[src/rtl/seq_det_pkg.sv]
// Shared types and default constants for the serial pattern detector.
package seq_det_pkg;

  // Detector state: FILL while the window is still being populated, RUN once it is full.
  typedef enum logic {
    FILL = 1'b0,
    RUN  = 1'b1
  } state_t;

  localparam int         DEF_PAT_LEN = 4;
  localparam logic [3:0] DEF_PATTERN = 4'b1011;
  localparam int         DEF_CNT_W   = 8;

endpackage

[src/rtl/seq_match_counter.sv]
// Saturating match counter with synchronous clear; clear and increment in the
// same cycle yields a count of one.
module seq_match_counter #(
  parameter int CNT_W = 8
) (
  input  logic             clock,
  input  logic             reset,
  input  logic             clr,
  input  logic             inc,
  output logic [CNT_W-1:0] count
);

  // Clear has priority over the held value but not over the coincident increment.
  always_ff @(posedge clock) begin
    if (reset) begin
      count <= '0;
    end else if (clr) begin
      count <= inc ? CNT_W'(1) : '0;
    end else if (inc && (count != {CNT_W{1'b1}})) begin
      count <= count + CNT_W'(1);
    end
  end

endmodule

[src/rtl/seq_detector_param.sv]
// Parametrised serial bit-pattern detector with runtime-loadable pattern,
// optional overlapping matches, registered match pulse and saturating count.
//
// Handshake: a data bit is accepted on a rising edge when in_valid is high and
// pattern_load is low; there is no back-pressure, so every such bit is consumed.
module seq_detector_param
  import seq_det_pkg::*;
#(
  parameter int                 PAT_LEN     = DEF_PAT_LEN,
  parameter logic [PAT_LEN-1:0] PATTERN_RST = PAT_LEN'(DEF_PATTERN),
  parameter bit                 OVERLAP     = 1'b1,
  parameter int                 CNT_W       = DEF_CNT_W
) (
  input  logic               clock,
  input  logic               reset,
  input  logic               in_valid,
  input  logic               in,
  input  logic               pattern_load,
  input  logic [PAT_LEN-1:0] pattern_in,
  input  logic               count_clr,
  output logic               out,
  output logic [CNT_W-1:0]   match_count,
  output logic               armed
);

  localparam int FILL_W = $clog2(PAT_LEN + 1);

  state_t             state, state_nxt;
  logic [PAT_LEN-1:0] hist, hist_nxt;
  logic [PAT_LEN-1:0] pattern;
  logic [FILL_W-1:0]  fill, fill_nxt;

  logic [PAT_LEN-1:0] hist_shift;
  logic               accept;
  logic               window_full;
  logic               match;

  // A pattern load discards the coincident data bit.
  assign accept      = in_valid && !pattern_load;
  assign hist_shift  = {hist[PAT_LEN-2:0], in};
  assign window_full = (state == RUN) || (fill == FILL_W'(PAT_LEN - 1));
  assign match       = accept && window_full && (hist_shift == pattern);

  // Next-state, history and fill-count logic.
  always_comb begin
    state_nxt = state;
    hist_nxt  = hist;
    fill_nxt  = fill;
    if (pattern_load) begin
      state_nxt = FILL;
      hist_nxt  = '0;
      fill_nxt  = '0;
    end else if (accept) begin
      hist_nxt = hist_shift;
      case (state)
        FILL: begin
          fill_nxt = fill + FILL_W'(1);
          if (fill == FILL_W'(PAT_LEN - 1)) begin
            state_nxt = RUN;
          end
        end
        RUN: begin
          state_nxt = RUN;
        end
        default: begin
          state_nxt = FILL;
        end
      endcase
      // Non-overlapping mode: only bits after a match build the next window.
      if (match && !OVERLAP) begin
        state_nxt = FILL;
        hist_nxt  = '0;
        fill_nxt  = '0;
      end
    end
  end

  // State, history, pattern and registered outputs.
  always_ff @(posedge clock) begin
    if (reset) begin
      state   <= FILL;
      hist    <= '0;
      fill    <= '0;
      pattern <= PATTERN_RST;
      out     <= 1'b0;
      armed   <= 1'b0;
    end else begin
      state   <= state_nxt;
      hist    <= hist_nxt;
      fill    <= fill_nxt;
      out     <= match;
      armed   <= (state_nxt == RUN);
      if (pattern_load) begin
        pattern <= pattern_in;
      end
    end
  end

  seq_match_counter #(
    .CNT_W(CNT_W)
  ) u_counter (
    .clock (clock),
    .reset (reset),
    .clr   (count_clr),
    .inc   (match),
    .count (match_count)
  );

endmodule
[config.mk]
export PLATFORM = sky130hd
export DESIGN_NAME = seq_detector_param
export DESIGN_NICKNAME = d
export VERILOG_FILES = /design/src/rtl/seq_det_pkg.sv /design/src/rtl/seq_match_counter.sv /design/src/rtl/seq_detector_param.sv
export SDC_FILE = /design/constraint.sdc
export NUM_CORES = 1
export LEC_CHECK = 0
export CAP_MARGIN = 20
export CORE_MARGIN = 2
export CORE_UTILIZATION = 30
export DETAILED_ROUTE_END_ITERATION = 12
export DONT_BUFFER_PORTS = 1
export GPL_TIMING_DRIVEN = 0
export MAX_ROUTING_LAYER = met4
export SYNTH_ARGS = -nofsm -noshare
export SYNTH_HDL_FRONTEND = slang
export SYNTH_HIERARCHICAL = 1
export SYNTH_SLANG_ARGS = --single-unit
[constraint.sdc]
create_clock -name clock -period 3.9 [get_ports clock]
set_clock_uncertainty 0.05 [all_clocks]
set_input_delay 0.195 -clock clock [delete_from_list [all_inputs] [get_ports clock]]
set_output_delay 0.195 -clock clock [all_outputs]
set_load 0.02 [all_outputs]
## Word-level counts from Yosys, hierarchy flattened

Cells that the tools add are included.

| operators by class | value |
|---|---|
| add/subtract/negate cells | 2 |
| equality and inequality tests | 3 |
| mux-type cells | 5 |
| bitwise operators | 1 |
| reduce and logical (&&, ||, !) cells | 9 |

Operators by type and width:

| cell | count |
|---|---|
| 8-bit two-way mux | 2 |
| 8-bit by 1-bit adder with 8-bit output, second input constant | 1 |
| 8-bit != test, second input constant | 1 |
| 4-bit == test | 1 |
| 1-bit logical AND | 4 |
| 3-bit by 1-bit adder with 3-bit output, second input constant | 1 |
| 3-bit by 2-bit == test with 1-bit output, second input constant | 1 |
| 1-bit two-way mux | 2 |
| 1-bit one-hot mux with 2 select lines | 1 |
| 2-bit AND reduction | 1 |
| 2-bit nonzero test | 1 |
| 2-bit OR reduction | 1 |
| 1-bit zero test | 1 |
| 1-bit logical OR | 1 |
| 1-bit inverter | 1 |

| storage, ports and cells | value |
|---|---|
| flip-flop bits (word level) | 20 |
| input bits | 10 |
| output and inout port bits | 10 |

## Depth between registers and ports, before layout

Gate-level depths: netlist of run 1.

| depth | value |
|---|---|
| depth in word-level cells | 7 |
| mapped depth | 7 |
| gate-level depth less buffers | 7 |

## Hierarchy

Netlist of run 1, hierarchy kept.

By module, submodules not included:

| module | instances | cells each | area an instance (um2) |
|---|---|---|---|
| seq_detector_param | 1 | 51 | 520.5 |
| seq_match_counter | 1 | 53 | 444.2 |

## Least setup slack after synthesis of run 1

No wires, ideal clock.

| path | value |
|---|---|
| kind | register -> register |
| from | reg fill[0] |
| to | reg u_counter.count[5] |
| arrival time | 1.654 ns |
| data required time | 3.738 ns |
| setup slack | 2.084 ns |
| cell stages (with the launch flop) | 8 |
| clock period less this slack | 1.816 ns |
| cells stage by stage | dfxtp_1 ha_1 ha_1 o2111ai_1 nor2_1 and4_1 a21oi_1 a2111oi_1 |

| between the ends | value |
|---|---|
| longest elaborated chain between the ends | 6 |

RTL lines:

| item | line | source |
|---|---|---|
| from (decl) | seq_detector_param.sv:31 | `logic [FILL_W-1:0] fill, fill_nxt;` |
| from (signal assigned) | seq_detector_param.sv:90 | `fill <= fill_nxt;` |
| 3-bit by 2-bit == test with 1-bit output | seq_detector_param.sv:41 | `assign window_full = (state == RUN) \|\| (fill == FILL_W'(PAT_LEN - 1));` |
| 1-bit logical OR | seq_detector_param.sv:41 |  |
| 1-bit logical AND (2 in series) | seq_detector_param.sv:42 | `assign match = accept && window_full && (hist_shift == pattern);` |
| via match | seq_detector_param.sv:36 | `logic match;` |
| 1-bit logical AND | seq_match_counter.sv:19 | `end else if (inc && (count != {CNT_W{1'b1}})) begin` |
| 2-bit nonzero test (no line) | -- |  |
| to (signal assigned) | seq_match_counter.sv:18 | `count <= inc ? CNT_W'(1) : '0;` |
| to (signal assigned) | seq_match_counter.sv:20 | `count <= count + CNT_W'(1);` |
| to (decl) | seq_match_counter.sv:10 | `output logic [CNT_W-1:0] count` |

The timed path passes the listed nets, and every way through them passes these cells.
A chain may end at the register's enable or synchronous reset.

## Worst setup path in the final report of run 1

Same ends and word-level chain as after synthesis.

==> results of run 1 <==
## report_power, final
group / internal (mW) / switching, mW / total (mW)
sequential: 0.209 / 0.00266 / 0.211
clock: 0.0569 / 0.0617 / 0.119
combinational: 0.0165 / 0.0126 / 0.0292
## cells in the mapped netlist (2+ instances only)
library cell,n,area share (%)
a211o_1,3,2.7
a21oi_1,5,2.6
a31oi_1,4,2.6
and2b_1,2,1.6
and4_1,2,1.8
buf_4,2,1.6
dfxtp_1,20,42
ha_1,3,3.9
inv_1,6,2.3
mux2i_1,8,8.3
nand2_1,5,1.9
nand3_1,3,1.6
nand4_1,3,1.9
nor2_1,11,4.3
nor2b_1,3,1.9
o21ai_0,2,1.0
xnor2_1,5,4.5
## metal layers
metal / track usage, % / routed length, um / vias to the layer above
met5: - / 0 / -
met4: 7.45 / 27 / 0
met3: 2.35 / 51 / 2
met2: 19.2 / 925 / 9
met1: 15.3 / 885 / 365
li1: - / - / 400
## state kept, by name, indices dropped and copies added, names as in the netlist
signal / flops
fill: 3
pattern: 4
out: 1
state: 1
u_counter/count: 8
hist: 3
## worst min-delay path, delay by kind of cell
| family | cells | cell delay [ns] |
|---|---|---|
| xor gates and xnor gates | 1 | 0.05 |
| and+or+nand+nor | 2 | 0.14 |
## path summary, 6_finish.rpt
check                                     startpoint                         endpoint  slack [ns]  depth (start not counted)
worst max-delay path            fill[0]$_SDFFE_PP0P_  u_counter/count[5]$_SDFFE_PP0P_        1.79                          7
worst min-delay path                              in                   out$_SDFF_PP0_        0.07                          3
worst max register to register  fill[0]$_SDFFE_PP0P_  u_counter/count[5]$_SDFFE_PP0P_        1.79                          7
worst min register to register  fill[1]$_SDFFE_PP0P_             fill[1]$_SDFFE_PP0P_        0.48                          2
## metrics by stage
| step | worst slack, ns | total power, mW |
|---|---|---|
| floorplan | 2.08 | 0.235 |
| global placement | 1.85 | 0.237 |
| detailed placement | 1.80 | 0.238 |
| CTS | 1.80 | 0.364 |
| global route | 1.56 | 0.376 |
| finish | 1.79 | 0.359 |
## cells by family (layout without fill, tap and decap cells)
| kind of cell | count (synthesis) | after routing | synth area share (%) |
|---|---|---|---|
| flip-flops | 20 | 20 | 41.5 |
| XOR/XNOR | 5 | 5 | 4.54 |
| buffers and inverters | 10 | 21 | 5.58 |
| multiplexers | 8 | 8 | 8.30 |
| AND/OR/NAND/NOR | 37 | 37 | 20.5 |
| adder cells (fa/ha/maj) | 3 | 3 | 3.89 |
| AO/OA/AOI/OAI | 21 | 21 | 15.7 |
## final cells by class
type / instances / share of cell area, %
Multi-Input combinational cell: 74 / 45.3
Sequential cell: 20 / 35.6
Timing Repair Buffer: 7 / 6.22
Tap cell: 44 / 4.89
Clock buffer: 4 / 3.22
Buffer: 4 / 2.78
Inverter: 6 / 2.00
==> flow_metrics.py, run 1 <==
metrics = {
    "detailed_routing": {
        "drcViolationCount": 0,
        "vias": 776,
        "viasPerCell": 4.88,
        "routed_wl_um": 1890,
        "antenna_left": 0,
        "drt_iter0_drc": 10,
        "routedWlPerCell_um": 11.9,
        "first_pass_iters": 3,
    },
    "setup_path": {
        "cp.arrival_ns": 2.25,
        "cp-end-kind": "register",
        "cp_common_cell": "ha_1",
        "critPathSlowestCell": "nor2_1",
        "path_buf_inv": 0,
        "path_delay_family": "simple AND/OR/NAND/NOR gates",
        "cp.required_ns": 4.04,
        "worstSetupPathType": "register to register",
        "path_cells": "ha_1, ha_1, o2111ai_1, nor2_1, and4_1, a21oi_1, a2111oi_1",
        "cp_max_fo": 7,
        "worst_setup_path_start_kind": "register",
        "max_stage_delay_ns": 0.38,
    },
    "final_layout": {
        "post-route-util_pct": 36.9,
        "final_common_cell": "dfxtp_1",
        "seq_area_um2": 400,
        "nFillCells": 334,
        "final_layout_size_suffix_gt1_share_pct": 9.57,
        "stdcell_count": 159,
        "final_cell_area_mm2": 0.00113,
        "multi_input_area_um2": 510,
        "layout_common_cells": "dfxtp_1, nor2_1, mux2i_1",
        "syn_to_final_growth_pct": 16.7,
        "antenna-diode-count": 0,
        "fin_nets": 129,
    },
    "die": {
        "core_mm2": 0.00305,
        "fp.dieH_um": 60.7,
        "die_area_mm2": 0.00369,
        "rows": 20,
        "initial_utilization_pct": 31.6,
        "die_w_um": 60.7,
        "io_pins": 20,
    },
    "clocking": {
        "clk_pin_slew_ns": 0.11,
        "clockBufferDepth": 2,
        "hold_buffers": 7,
        "cts-htree-levels": 1,
        "clock-sinks": 20,
        "cts_buffers": 3,
        "clkLatencyLatePin_ns": 0.30,
        "cts_tree": "built",
        "cts_resized": 0,
        "cts_setup_buffers": 0,
        "cts-root-buf": "clkbuf_4",
    },
    "sta": {
        "holdWs_ns": 0.0747,
        "setup_viol_count_final": 0,
        "rsz0062_at_grt": "false",
        "finalCriticalPeriod_ns": 2.11,
        "finalCritPeriodShare_pct": 54.0,
        "slew_headroom_pct": 67.3,
        "maxSlewViolCount": 0,
        "worstMarginPinSlew_ns": 0.489,
        "hold_violations": 0,
        "max_freq_mhz": 475,
        "tns_ns": 0,
    },
    "logic_synthesis": {
        "yosys_warnings": 6,
        "ys.flop_type": "dfxtp_1",
        "synth.distinct_cells": 34,
        "async_reset_ff_share_pct": 0,
        "synth_area_um2": 965,
        "synthCells": 104,
        "yosysSeqAreaShare_pct": 41.5,
        "syn_nets": 117,
        "avgSynthCellArea_um2": 9.28,
        "synth_edf_count": 0,
        "ys_ff_latch": 20,
    },
    "global_routing": {
        "grt.total_usage_pct": 12.5,
        "antenna_found_initial": 0,
        "overflow": 0,
        "grt_start_max_net_pins": 12,
        "grt_pass1_vias": 722,
        "grt_pass1_wl_um": 3330,
    },
    "power": {
        "peakVddDrop_mv": 0.112,
        "p_leak_nw": 0.423,
        "power.density_mw_per_mm2": 319,
    },
    "hold_path": {
        "worstHoldPathType": "input pin to register",
    },
    "placement": {
        "place_congestion": 0.856,
        "place_hpwl_um": 1360,
        "numPortBuffers": 0,
        "dp_cells": 148,
        "place_area_mm2": 0.00102,
    },
    "job": {
        "maxCapViolations": 0,
    },
    "status": {
        "status": "completed",
    },
}
(Power assumes the default switching activity.)
==> inputs of run 2 (changes only) <==
--- a/config.mk
+++ b/config.mk
@@ -5,6 +5,7 @@
 export SDC_FILE = /design/constraint.sdc
 export NUM_CORES = 1
 export LEC_CHECK = 0
+export ABC_AREA = 1
 export CAP_MARGIN = 20
 export CORE_MARGIN = 2
 export CORE_UTILIZATION = 30
==> constraint.sdc (replaced) <==
create_clock -name clock -period 2 [get_ports clock]
set_clock_uncertainty 0.05 [all_clocks]
set_input_delay 0.1 -clock clock [delete_from_list [all_inputs] [get_ports clock]]
set_output_delay 0.1 -clock clock [all_outputs]
set_load 0.02 [all_outputs]
==> run 2 against run 1 <==
  * Combinational power rose to 2.6 times the previous value
  * Via count rose by 20%
  * Synthesized cell count is 41% higher
  * Sequential cell count did not move
  * Critical endpoint is now out$_SDFF_PP0_
==> flow_metrics.py, run 2 <==
metrics = {
    "clocking": {
        "cts-htree-levels": 1,
        "clock-sinks": 20,
        "cts_setup_buffers": 0,
        "clkLatencyLatePin_ns": 0.30,
        "cts_tree": "built",
        "cts-root-buf": "clkbuf_4",
        "cts_buffers": 3,
        "clk_pin_slew_ns": 0.12,
        "clockBufferDepth": 2,
    },
    "setup_path": {
        "startpoint": "fill[0]$_SDFFE_PP0P_",
        "worst_setup_path_start_kind": "register",
        "cp_max_fo": 3,
        "cp.required_ns": 2.15,
        "cp.arrival_ns": 1.92,
        "worstSetupPathType": "register to register",
        "rr_worst_depth": 9,
        "r2r-start": "fill[0]$_SDFFE_PP0P_",
        "cp-end-kind": "register",
        "reg2reg_slack_ns": 0.24,
    },
    "final_layout": {
        "final_cell_area_mm2": 0.00122,
        "final_common_cell": "nand2_1",
        "layout_common_cells": "nand2_1, dfxtp_1, inv_1",
        "antenna-diode-count": 0,
        "syn_to_final_growth_pct": 18.8,
        "fin_nets": 175,
        "seq_area_um2": 400,
        "multi_input_area_um2": 543,
        "reg_top3": "u_counter/count x8, pattern x4",
        "nFillCells": 382,
        "largest_reg_flops": 8,
        "regMostFlops": "u_counter/count",
        "final_layout_size_suffix_gt1_share_pct": 14.3,
        "stdcell_count": 207,
    },
    "die": {
        "rows": 21,
        "core_mm2": 0.00331,
        "die_area_mm2": 0.00392,
        "die_w_um": 62.6,
        "fp.dieH_um": 62.6,
        "io_pins": 20,
        "initial_utilization_pct": 31.1,
    },
    "sta": {
        "finalCritPeriodShare_pct": 88.1,
        "holdWs_ns": 0.0468,
        "finalCriticalPeriod_ns": 1.76,
        "setup_viol_count_final": 0,
        "rsz0062_at_grt": "false",
        "worstMarginPinSlew_ns": 0.436,
        "maxSlewViolCount": 0,
        "tns_ns": 0,
        "slew_headroom_pct": 70.9,
        "hold_violations": 0,
        "max_freq_mhz": 568,
    },
    "global_routing": {
        "grt_start_max_net_pins": 12,
        "grt_pass1_vias": 922,
        "grt_pass1_wl_um": 3900,
        "overflow": 0,
        "antenna_found_initial": 0,
        "grt.total_usage_pct": 12.4,
    },
    "logic_synthesis": {
        "ys_ff_latch": 20,
        "synth_commonest_cells": "nand2_1, dfxtp_1, inv_1",
        "yosys_warnings": 6,
        "synthMuxAreaShare_pct": 0,
        "synth_fa_ha_area_share_pct": 3.65,
        "synth_xor_area_share_pct": 0.851,
        "syn_nets": 160,
        "synth-simple-area-share_pct": 34.8,
        "avgSynthCellArea_um2": 7.01,
        "async_reset_ff_share_pct": 0,
        "synth.top_cells.by_area": "dfxtp_1, nand2_1, inv_1",
        "ys.flop_type": "dfxtp_1",
        "synth_edf_count": 0,
        "synth_top_family_by_area": "simple AND/OR/NAND/NOR gates",
        "synth-compound-area-share_pct": 13.5,
        "synth_top_area_share_pct": 38.9,
        "yosysSeqAreaShare_pct": 38.9,
        "synthCells": 147,
        "synth.distinct_cells": 20,
        "synth_top_area_cell": "dfxtp_1",
        "synth_area_mm2": 0.00103,
        "yosysMostFrequentCell": "nand2_1",
    },
    "detailed_routing": {
        "antenna_left": 0,
        "vias": 930,
        "viasPerCell": 4.49,
        "routedWlPerCell_um": 10.3,
        "routed_wl_um": 2140,
        "first_pass_iters": 4,
        "drt_iter0_drc": 57,
        "drcViolationCount": 0,
    },
    "placement": {
        "place_hpwl_um": 1660,
        "place_area_mm2": 0.00109,
        "place_congestion": 0.804,
        "dp_cells": 193,
        "numPortBuffers": 0,
    },
    "power": {
        "power.density_mw_per_mm2": 604,
        "peakVddDrop_mv": 0.404,
        "p_leak_nw": 0.529,
    },
    "hold_path": {
        "min_from": "count_clr",
        "worstHoldPathType": "input pin to register",
        "hold_depth": 3,
    },
    "status": {
        "status": "completed",
    },
    "job": {
        "maxCapViolations": 0,
    },
}
[run 2: cell types whose count changed in the layout (fill, tap and decap cells not counted), sizes merged, moves of 4 or more]
cell   previous run  this run
a21oi             5        15
xnor2             5         1
o21ai             2        12
nor2             11        20
nand2             5        37
a31oi             4         0
buf               4         0
inv               6        23
nand3             3        11
mux2i             8         0
[run 2: worst paths after layout]
| path | end |
|---|---|
| worst min-delay path | u_counter/count[6]$_SDFFE_PP0P_ |
| worst max-delay path | out$_SDFF_PP0_ |
| worst min register to register | fill[0]$_SDFFE_PP0P_ |
| worst max register to register | out$_SDFF_PP0_ |
[run 2: worst max-delay path, cell delays in order, from the launching register on]
cell,delay [ns]
dfxtp_1,0.35
ha_1,0.20
ha_1,0.18
inv_1,0.05
nand2_1,0.06
nand2_1,0.08
nor2_2,0.04
nand3_2,0.07
nor2_2,0.03
dlygate4sd3_1,0.55
[run 2: routing by layer]
layer	GRT usage (%)	wire (um)	up-vias
li1	-	-	500
met1	14.2	964	406
met2	21.5	1050	24
met3	4.14	125	0
met4	1.67	0	0
met5	-	0	-
[run 2: stage by stage]
step / power, mW / utilization [%] / setup WS, ns
2_1_floorplan: 0.477 / - / 0.470
6_report: 0.739 / 37.0 / 0.239
3_3_place_gp: 0.486 / 32.8 / 0.268
5_1_grt: 0.779 / 37.0 / 0.0360
3_5_place_dp: 0.489 / 32.8 / 0.247
4_1_cts: 0.751 / 37.0 / 0.196
[run 2: where the power goes]
part,total [mW],internal (mW),switching [mW]
Clock,0.238,0.111,0.127
Combinational,0.0757,0.0318,0.0439
Sequential,0.425,0.411,0.0137
Total,0.739,0.554,0.185
[run 2: cell type report]
class	instances	area share, %
Sequential cell	20	32.7
Timing Repair Buffer	10	8.18
Multi-Input combinational cell	104	44.4
Inverter	23	7.06
Tap cell	46	4.70
Clock buffer	4	2.97
[run 2: repair_timing]
| item | CTS | global route |
|---|---|---|
| hold endpoints to repair | 20 | 0 |
| resized for setup | 0 | 1 |
| hold buffers | 10 | 0 |
| setup endpoints to repair | 0 | 5 |
[run 2: logic make-up (layout without fill, tap and decap cells)]
logic type               after synthesis  after routing
XOR/XNOR                               1              1
flip-flops                            20             20
AO/OA/AOI/OAI                         27             27
buffers and inverters                 23             37
adder cells (fa/ha/maj)                3              3
AND/OR/NAND/NOR                       73             73
